`config.mk`:
```
export PLATFORM = sky130hd
export DESIGN_NAME = alu_result_stage
export DESIGN_NICKNAME = d
export VERILOG_FILES = /design/src/rtl/alu_result_stage.sv
export SDC_FILE = /design/constraint.sdc
export NUM_CORES = 1
export LEC_CHECK = 0
export ABC_AREA = 1
export BUFFER_PORTS_ARGS = -buffer_cell sky130_fd_sc_hd__buf_2
export CAP_MARGIN = 20
export CELL_PAD_IN_SITES_DETAIL_PLACEMENT = 1
export CELL_PAD_IN_SITES_GLOBAL_PLACEMENT = 2
export CORE_ASPECT_RATIO = 1.25
export CORE_MARGIN = 2
export CORE_UTILIZATION = 24
export DETAILED_ROUTE_END_ITERATION = 8
export GPL_TIMING_DRIVEN = 0
export MAX_ROUTING_LAYER = met4
export PLACE_DENSITY = 0.82
export RECOVER_POWER = 25
export SYNTH_ARGS = -nofsm -noshare
export SYNTH_HDL_FRONTEND = slang
export SYNTH_SLANG_ARGS = --single-unit
```
`constraint.sdc`:
```
create_clock -name clk -period 1.5 [get_ports clk]
set_input_delay 0.15 -clock clk [delete_from_list [all_inputs] [get_ports clk]]
set_output_delay 0.15 -clock clk [all_outputs]
set_load 0.005 [all_outputs]
```
`src/rtl/alu_result_stage.sv`:
```
// Execute-to-writeback stage: two-entry in-order skid buffer between the ALU and the
// register-file write port, with operand forwarding from buffered results.
module alu_result_stage #(
   parameter int DATA_W = 32,
   parameter int REG_W  = 5
) (
   input  logic              clk,
   input  logic              rst_n,
   input  logic              in_valid,
   output logic              in_ready,
   input  logic [DATA_W-1:0] in_result,
   input  logic [REG_W-1:0]  in_rd,
   input  logic              in_wen,
   input  logic              flush,
   output logic              rf_we,
   output logic [REG_W-1:0]  rf_waddr,
   output logic [DATA_W-1:0] rf_wdata,
   input  logic              rf_ready,
   input  logic [REG_W-1:0]  fwd_rs1,
   input  logic [REG_W-1:0]  fwd_rs2,
   output logic              fwd_rs1_hit,
   output logic              fwd_rs2_hit,
   output logic [DATA_W-1:0] fwd_rs1_data,
   output logic [DATA_W-1:0] fwd_rs2_data,
   output logic [1:0]        occupancy
);

   typedef struct packed {
      logic              valid;
      logic              write;
      logic [REG_W-1:0]  rd;
      logic [DATA_W-1:0] result;
   } entry_t;

   // Slot 0 is always the head; slot 1 is only valid when slot 0 is.
   entry_t slot_q [2];
   entry_t slot_d [2];
   entry_t new_entry;
   logic   push;
   logic   pop;

   function automatic logic [DATA_W:0] lookup(input logic [REG_W-1:0] rs,
                                              input entry_t s0, input entry_t s1);
      logic [DATA_W:0] r;
      r = '0;
      if (s1.valid && s1.write && s1.rd == rs)
         r = {1'b1, s1.result};
      else if (s0.valid && s0.write && s0.rd == rs)
         r = {1'b1, s0.result};
      return r;
   endfunction

   always_comb begin
      in_ready  = !slot_q[1].valid;
      occupancy = {slot_q[1].valid, slot_q[0].valid & ~slot_q[1].valid};

      new_entry        = '0;
      new_entry.valid  = 1'b1;
      new_entry.write  = in_wen && (in_rd != '0);
      new_entry.rd     = in_rd;
      new_entry.result = in_result;

      push = in_valid && in_ready && !flush;
      pop  = slot_q[0].valid && !flush && (!slot_q[0].write || rf_ready);

      rf_we    = slot_q[0].valid && slot_q[0].write && !flush;
      rf_waddr = rf_we ? slot_q[0].rd : '0;
      rf_wdata = rf_we ? slot_q[0].result : '0;

      {fwd_rs1_hit, fwd_rs1_data} = lookup(fwd_rs1, slot_q[0], slot_q[1]);
      {fwd_rs2_hit, fwd_rs2_data} = lookup(fwd_rs2, slot_q[0], slot_q[1]);
   end

   // Retire shifts the younger entry to the head first, so a same-cycle push
   // lands in whichever slot is then free.
   always_comb begin
      slot_d[0] = slot_q[0];
      slot_d[1] = slot_q[1];
      if (flush) begin
         slot_d[0] = '0;
         slot_d[1] = '0;
      end else begin
         if (pop) begin
            slot_d[0] = slot_q[1];
            slot_d[1] = '0;
         end
         if (push) begin
            if (!slot_d[0].valid)
               slot_d[0] = new_entry;
            else
               slot_d[1] = new_entry;
         end
      end
   end

   always_ff @(posedge clk or negedge rst_n) begin
      if (!rst_n) begin
         slot_q[0] <= '0;
         slot_q[1] <= '0;
      end else begin
         slot_q[0] <= slot_d[0];
         slot_q[1] <= slot_d[1];
      end
   end

endmodule

```
* After elaboration in Yosys (flattened, before gate mapping)
Cells that the tools add are included.
** Storage, ports and cells
- Word-level logic and storage cells :: 43
- Input bits :: 53
- Flip-flop bits (word level) :: 78
- Output and inout bits :: 107
** Cells by class
- Reductions and logical operators :: 17
- Eq/ne operators :: 4
- Bitwise gates (word level) :: 2
- Muxes and demuxes :: 12
** Operators with widths (count)
- 78-bit two-way mux :: 4
- 33-bit two-way mux :: 4
- 39-bit two-way mux :: 1
- 38-bit two-way mux :: 1
- 32-bit two-way mux :: 1
- 5-bit equality test :: 4
- 1-bit logical AND :: 12
- 5-bit two-way mux :: 1
- 5-bit nonzero test :: 1
- 1-bit logical NOT :: 3
- 1-bit AND :: 1
- 1-bit logical OR :: 1
- 1-bit inverter :: 1

* Longest topological paths before layout
Gate-level depths: netlist of run 1.
- Depth in word-level cells :: 8
- Depth in mapped cells :: 10

* Worst setup path after synthesis of run 1
Ideal clock, no wire load.
- Path type :: register to output
- Start :: register slot_q[34] (netlist name)
- End :: output fwd_rs1_data[10]
- Data required time :: 1.350 ns
- Cell stages (with the launch flop) :: 8
- Slack :: 0.053 ns
- Buffers on the path :: 1
- Arrival :: 1.297 ns
- Path through :: dfrtp_1 > inv_1 > nor2_1 > a21oi_1 > nand3_1 > buf_2 > nand3_1 > nand2_1
** On the way
- Word-level cells in the longest chain between the ends :: 3
** RTL lines
- from (decl) :: RTL line 36 : entry_t slot_q [2];
- 5-bit equality test :: RTL line 46 : if (s1.valid && s1.write && s1.rd == rs)
- 1-bit logical AND :: RTL line 46
- 33-bit two-way mux :: RTL line 46
- to (decl) :: RTL line 23 : output logic [DATA_W-1:0] fwd_rs1_data,
No other way between the ends.

* Worst setup path in the final report of run 1
- Start :: register slot_q[32] (netlist name)
- End :: output fwd_rs2_data[29]
** On the way
- Word-level cells in the longest chain between the ends :: 3
** RTL lines
- 5-bit equality test :: RTL line 46
- 1-bit logical AND :: RTL line 46
- 33-bit two-way mux :: RTL line 46
- to (decl) :: RTL line 24 : output logic [DATA_W-1:0] fwd_rs2_data,
No other way between the ends.

==> results of run 1 <==
==> metrics by stage <==
stage,cells,setup WS [ps],TNS (ps),hold WS (ps)
3_3_place_gp,1472,-799.4,-110710,389.7
4_1_cts,1523,-515.9,-58530,44.80
3_5_place_dp,1473,-796.4,-77450,177.5
5_1_grt,1565,-645.5,-83900,47.68
2_1_floorplan,989,53.39,0,-145.6
6_report,1565,-581.0,-69610,32.26
==> state kept, by name (all words and copies together) (netlist names) <==
signal / count
occupancy: 1
slot_q: 77
==> worst paths after layout <==
path	startpoint	endpoint	slack (ps)	depth (start not counted)
setup / recovery	slot_q[32]	fwd_rs2_data[29]	-580	8
hold / removal	in_result[5]	slot_q[44]	30	3
setup reg to reg	slot_q[77]	slot_q[39]	-510	16
hold reg to reg	slot_q[4]	slot_q[4]	680	4
max in group asynchronous	rst_n	occupancy[1]	160	3
min in group asynchronous	rst_n	slot_q[69]	550	2
==> cell families after synthesis <==
logic type      count (synthesis)  share of synthesized area
flops                          78                     0.3345
compound gates                 49                    0.04203
simple gates                  687                     0.4950
xor+xnor                        1                   0.001501
buf+inv                       174                     0.1270
==> metal layers <==
| metal | vias to the layer above | global-route usage | routed length [um] | share of wire |
|---|---|---|---|---|
| met4 | 0 | 0.06495 | 1056 | 0.033 |
| met1 | 3858 | 0.2723 | 13000 | 0.41 |
| met5 | - | - | 0 | 0 |
| met3 | 67 | 0.02389 | 1228 | 0.039 |
| li1 | 3616 | - | - | - |
| met2 | 232 | 0.3986 | 16420 | 0.52 |
==> power by group <==
part	switching (uW)	total, uW	leakage, uW	internal (uW)
clock network	1010	2400	0.000152	1380
logic	1160	1990	0.00403	833
registers	213	2450	0.00106	2230
==> cells in the mapped netlist <==
cell type  instances
a21oi_1            3
buf_1              5
buf_2             21
buf_4              6
buf_6              5
clkbuf_1          36
clkinv_2           1
dfrtp_1           78
inv_1             96
inv_2              4
nand2_1          339
nand3_1          106
nand3_2            1
nand4_1           64
nor2_1           173
nor2_2             4
o21ai_0           31
o21ai_1           15
xnor2_1            1
==> worst max-delay path, stage by stage (launching register included) <==
cell and delay, ps:
dfrtp_1 410, inv_2 70, nand2_1 70, nand2_2 70
nor2_4 240, clkbuf_4 290, nand4_1 180, nand2_4 140
buf_6 100
==> cell type report <==
| type | instances | area, um2 |
|---|---|---|
| multi-input combinational | 739 | 4145 |
| buffer | 70 | 834.6 |
| timing repair buffer | 236 | 2003 |
| tap | 325 | 406.6 |
| inverter | 101 | 389.1 |
| clock buffer | 11 | 252.7 |
| sequential | 78 | 1953 |
| clock inverter | 5 | 56.30 |
| fill | 3026 | 13760 |
==> cells in the final DEF (no fill, tap or decap), types with 2 or more instances in the layout <==
| cell | netlist | routed |
|---|---|---|
| nand2_1 | 339 | 222 |
| nor2_1 | 173 | 160 |
| buf_2 | 21 | 146 |
| nand2_2 | 0 | 91 |
| dfrtp_1 | 78 | 77 |
| inv_1 | 96 | 75 |
| nand4_1 | 64 | 64 |
| nand3_2 | 1 | 56 |
| nand3_1 | 106 | 44 |
| buf_6 | 5 | 44 |
| buf_4 | 6 | 30 |
| buf_8 | 0 | 26 |
| o21ai_1 | 15 | 26 |
| clkbuf_16 | 0 | 26 |
| nand2_4 | 0 | 24 |
| inv_2 | 4 | 22 |
| buf_12 | 0 | 15 |
| o21ai_2 | 0 | 15 |
| clkbuf_4 | 0 | 14 |
| nor2_4 | 0 | 9 |
| nor2_2 | 4 | 8 |
| nand3_4 | 0 | 7 |
| clkbuf_1 | 36 | 7 |
| nand2_8 | 0 | 4 |
| o21ai_0 | 31 | 4 |
| buf_16 | 0 | 4 |
| clkinv_2 | 1 | 3 |
| clkbuf_8 | 0 | 3 |
| inv_4 | 0 | 2 |
| clkinvlp_4 | 0 | 2 |
==> repair_timing <==
item,CTS,global route
setup endpoints to repair,180,181
resized for setup,240,300
hold buffers,1,0
cloned,6,19
pin swaps,27,134
setup buffers,27,27
hold endpoints to repair,37,0
==> impl_metrics.env, run 1 <==
export IMPL_min_period_ps=2081
export IMPL_postRouteWirelength_mm=31.70
export IMPL_cap_violations=0
export IMPL_place_area_mm2=0.007062
export IMPL_p_leak_uw=0.005242
export IMPL_antenna_left=0
export IMPL_ys_seq_area_frac=0.3345
export IMPL_arrival_ps=1930
export IMPL_synth_distinct_cells=19
export IMPL_rsz0062_at_grt="yes"
export IMPL_synth_nets=1042
export IMPL_status="finished with violations"
export IMPL_wl_per_cell_um=20.25
export IMPL_htree_levels=3
export IMPL_drive_gt1_frac=0.4500
export IMPL_cts_buffers=9
export IMPL_syn_avg_cell_area_um2=5.899
export IMPL_initial_utilization=0.2451
export IMPL_worstSkewPairLatency_ps=350
export IMPL_via_per_inst=4.967
export IMPL_cts_tree="built"
export IMPL_rows=63
export IMPL_firstDrtPassIters=5
export IMPL_area_delta_synth_final_pct=72.10
export IMPL_synthCells=989
export IMPL_setup_viol=181
export IMPL_drv_slew=0
export IMPL_yosysWarnings=0
export IMPL_finalCritPeriodShare=1.387
export IMPL_clock_skew_ps=10.32
export IMPL_p_total_uw=6835
export IMPL_slew_headroom=0.2382
export IMPL_coreArea_mm2=0.02381
export IMPL_netlist_area_mm2=0.005834
export IMPL_die_area_mm2=0.02558
export IMPL_antenna_found_initial=0
export IMPL_layout_setup_ws_ps=-581.0
export IMPL_dp_final_hpwl_mm=19.59
export IMPL_synth_area_leaders="dfrtp_1 (33%), nand2_1 (22%), nor2_1 (11%), nand3_1 (9.1%), nand4_1 (6.9%)"
export IMPL_hold_path_class="primary input to flip-flop"
export IMPL_worst_setup_path_start_kind="flip-flop"
export IMPL_gp_congestion=0.8439
export IMPL_numPortBuffers=158
export IMPL_crit_required_ps=1350
export IMPL_nNetsFinal=1288
export IMPL_hold_violations=0
export IMPL_drtIter0Drc=511
export IMPL_fin_util=0.4218
export IMPL_grt_max_degree=42
export IMPL_drt_drc_violations_left=0
export IMPL_fin_area_mm2=0.01004
export IMPL_synth_top_cell_by_area="dfrtp_1"
export IMPL_antennaDiodeCount=0
export IMPL_track_usage=0.2261
export IMPL_io_pins=160
export IMPL_dieWidth_um=143.5
export IMPL_die_h_um=178.3
export IMPL_timing_fmax_ghz=0.4805
export IMPL_clockBufferDepth=2
export IMPL_cp_max_fo=10
export IMPL_clk_pin_slew_ps=70
export IMPL_overflow=0
export IMPL_violations="setup timing"
export IMPL_critPathKind="flip-flop to primary output"
export IMPL_clock_tree_root_cell="clkbuf_16"
export IMPL_synth_seq_cells=78
export IMPL_end_kind="primary output"
export IMPL_peakVddDrop_v=0.0004929
export IMPL_tightest_slew_ps=1143
export IMPL_clock_sinks=78
export IMPL_synth_top_area_frac=0.3345
export IMPL_vias=7773
export IMPL_grt_pass1_wl_mm=42.91
export IMPL_power_density_mw_per_mm2=680.7
export IMPL_grt_pass1_vias=7557
(Power assumes the default switching activity.)
==> inputs of run 2 (changes only) <==
--- a/config.mk
+++ b/config.mk
@@ -10,7 +10,7 @@
 export CAP_MARGIN = 20
 export CELL_PAD_IN_SITES_DETAIL_PLACEMENT = 1
 export CELL_PAD_IN_SITES_GLOBAL_PLACEMENT = 2
-export CORE_ASPECT_RATIO = 1.25
+export CORE_ASPECT_RATIO = 2
 export CORE_MARGIN = 2
 export CORE_UTILIZATION = 24
 export DETAILED_ROUTE_END_ITERATION = 8
==> impl_metrics.env, run 2 (synthesis gave the netlist of run 1 again) <==
export IMPL_hold_path_class="primary input to flip-flop"
export IMPL_crit_required_ps=1350
export IMPL_dp_slack_ps=-867.0
export IMPL_drive_gt1_frac=0.5377
export IMPL_coreArea_mm2=0.02392
export IMPL_status="finished with violations"
export IMPL_numPortBuffers=158
export IMPL_cp_max_fo=5
export IMPL_holdWs_ps=45.71
export IMPL_drv_slew=0
export IMPL_p_leak_uw=0.005503
export IMPL_final_cell_mix="nand2_1 (180), buf_2 (155), nor2_1 (137)"
export IMPL_via_per_inst=5.333
export IMPL_overflow=0
export IMPL_drtIter0Drc=470
export IMPL_antenna_left=0
export IMPL_clock_tree_root_cell="clkbuf_16"
export IMPL_finalCritPeriodShare=1.450
export IMPL_antenna_found_initial=3
export IMPL_critPathSlowestCell="dfrtp_1"
export IMPL_end_kind="primary output"
export IMPL_fin_cells=1549
export IMPL_crit_chain="inv_2 -> nand2_1 -> nand2_1 -> nor2_2 -> nand2_2 -> nor2_4 -> buf_8 -> buf_6 -> nand3_2 -> nand2_2 -> buf_2"
export IMPL_timing_fmax_ghz=0.4598
export IMPL_slew_headroom=0.1779
export IMPL_p_total_uw=7442
export IMPL_min_period_ps=2175
export IMPL_area_delta_synth_final_pct=84.80
export IMPL_grt_pass1_vias=8713
export IMPL_place_inst=1435
export IMPL_vias=8261
export IMPL_die_h_um=224.5
export IMPL_clock_sinks=78
export IMPL_die_area_mm2=0.02565
export IMPL_cap_violations=0
export IMPL_violations="setup timing"
export IMPL_setup_viol=212
export IMPL_clk_pin_slew_ps=60
export IMPL_layout_setup_ws_ps=-675.0
export IMPL_wl_per_cell_um=23.52
export IMPL_cts_buffers=9
export IMPL_hold_violations=0
export IMPL_grt_pass1_wl_mm=50.96
export IMPL_drt_drc_violations_left=0
export IMPL_tightest_slew_ps=1233
export IMPL_nNetsFinal=1308
export IMPL_rsz0062_at_grt="yes"
export IMPL_worst_setup_path_start_kind="flip-flop"
export IMPL_dp_final_hpwl_mm=21.40
export IMPL_critPathKind="flip-flop to primary output"
export IMPL_htree_levels=3
export IMPL_grt_max_degree=64
export IMPL_regMostFlops="slot_q"
export IMPL_gp_congestion=0.8818
export IMPL_slowest_delay_ps=430
export IMPL_power_density_mw_per_mm2=690.2
export IMPL_arrival_ps=2020
export IMPL_io_pins=160
export IMPL_postRouteWirelength_mm=36.44
export IMPL_dieWidth_um=114.3
export IMPL_peakVddDrop_v=0.0004684
export IMPL_rows=80
export IMPL_track_usage=0.2731
export IMPL_cp_buffers_inverters=4
export IMPL_cpLargestDelayFamily="simple AND/OR/NAND/NOR gates"
export IMPL_firstDrtPassIters=5
export IMPL_worstSkewPairLatency_ps=360
export IMPL_clock_skew_ps=9.948
export IMPL_fin_util=0.4507
export IMPL_layout_commonest_cell="nand2_1"
export IMPL_clockBufferDepth=2
export IMPL_cts_tree="built"
export IMPL_initial_utilization=0.2439
export IMPL_largest_reg_flops=77
## run 2: cell types whose count changed in the layout (fill, tap and decap cells not counted), moves of 11 or more
cell     before  now
nand2_1     222  180
nor2_4        9   23
o21ai_1      26   14
nand2_2      91  112
nor2_1      160  137
o21ai_2      15   29
nand3_2      56   70
nand2_4      24   45
buf_12       15   26
nand3_1      44   30
## run 2: metrics by stage
stage          setup TNS, ps  area [um2]
2_1_floorplan              0        5834
3_3_place_gp         -125520        6984
3_5_place_dp          -87610        7014
4_1_cts               -56330        9853
5_1_grt               -80040       10780
6_report              -61250       10780
## run 2: path summary, 6_finish.rpt
| check | startpoint | endpoint | slack, ps | cells past startpoint |
|---|---|---|---|---|
| min in group asynchronous | rst_n | slot_q[58] | 570 | 2 |
| max in group asynchronous | rst_n | occupancy[1] | -50 | 3 |
| setup / recovery | slot_q[74] | fwd_rs2_data[2] | -670 | 11 |
| hold / removal | flush | occupancy[1] | 50 | 2 |
| hold reg to reg | slot_q[25] | slot_q[25] | 670 | 4 |
| setup reg to reg | slot_q[77] | slot_q[45] | -300 | 12 |
## run 2: layer usage
layer | part of all wire | routed length, um | vias to the layer above | GRT usage
met4 | 0.075 | 2741 | 0 | 0.1861
met1 | 0.33 | 12170 | 4117 | 0.2587
li1 | - | - | 3659 | -
met5 | 0 | 0 | - | -
met3 | 0.035 | 1287 | 150 | 0.02802
met2 | 0.56 | 20240 | 335 | 0.5067
## run 2: cell type report
type,instances,area (um2)
Antenna cell,3,7.507
Fill cell,2906,13140
Tap cell,287,359.1
Timing Repair Buffer,262,2303
Buffer,66,862.1
Clock inverter,4,95.09
Multi-Input combinational cell,737,4566
Inverter,101,391.6
Sequential cell,78,1954
Clock buffer,11,242.7
## run 2: what timing repair did
action,CTS,global route
resized for setup,408,309
pin swaps,100,138
buffers inserted,70,17
hold buffers,1,0
gates cloned,23,4
endpoints found under the setup margin,180,180
hold endpoints to repair,15,0
## run 2: power breakdown
part	internal [uW]	leakage, uW	switching, uW
Clock	1660	0.000166	1010
Sequential	2240	0.00106	230
Combinational	964	0.00428	1340
Total	4860	0.00550	2580
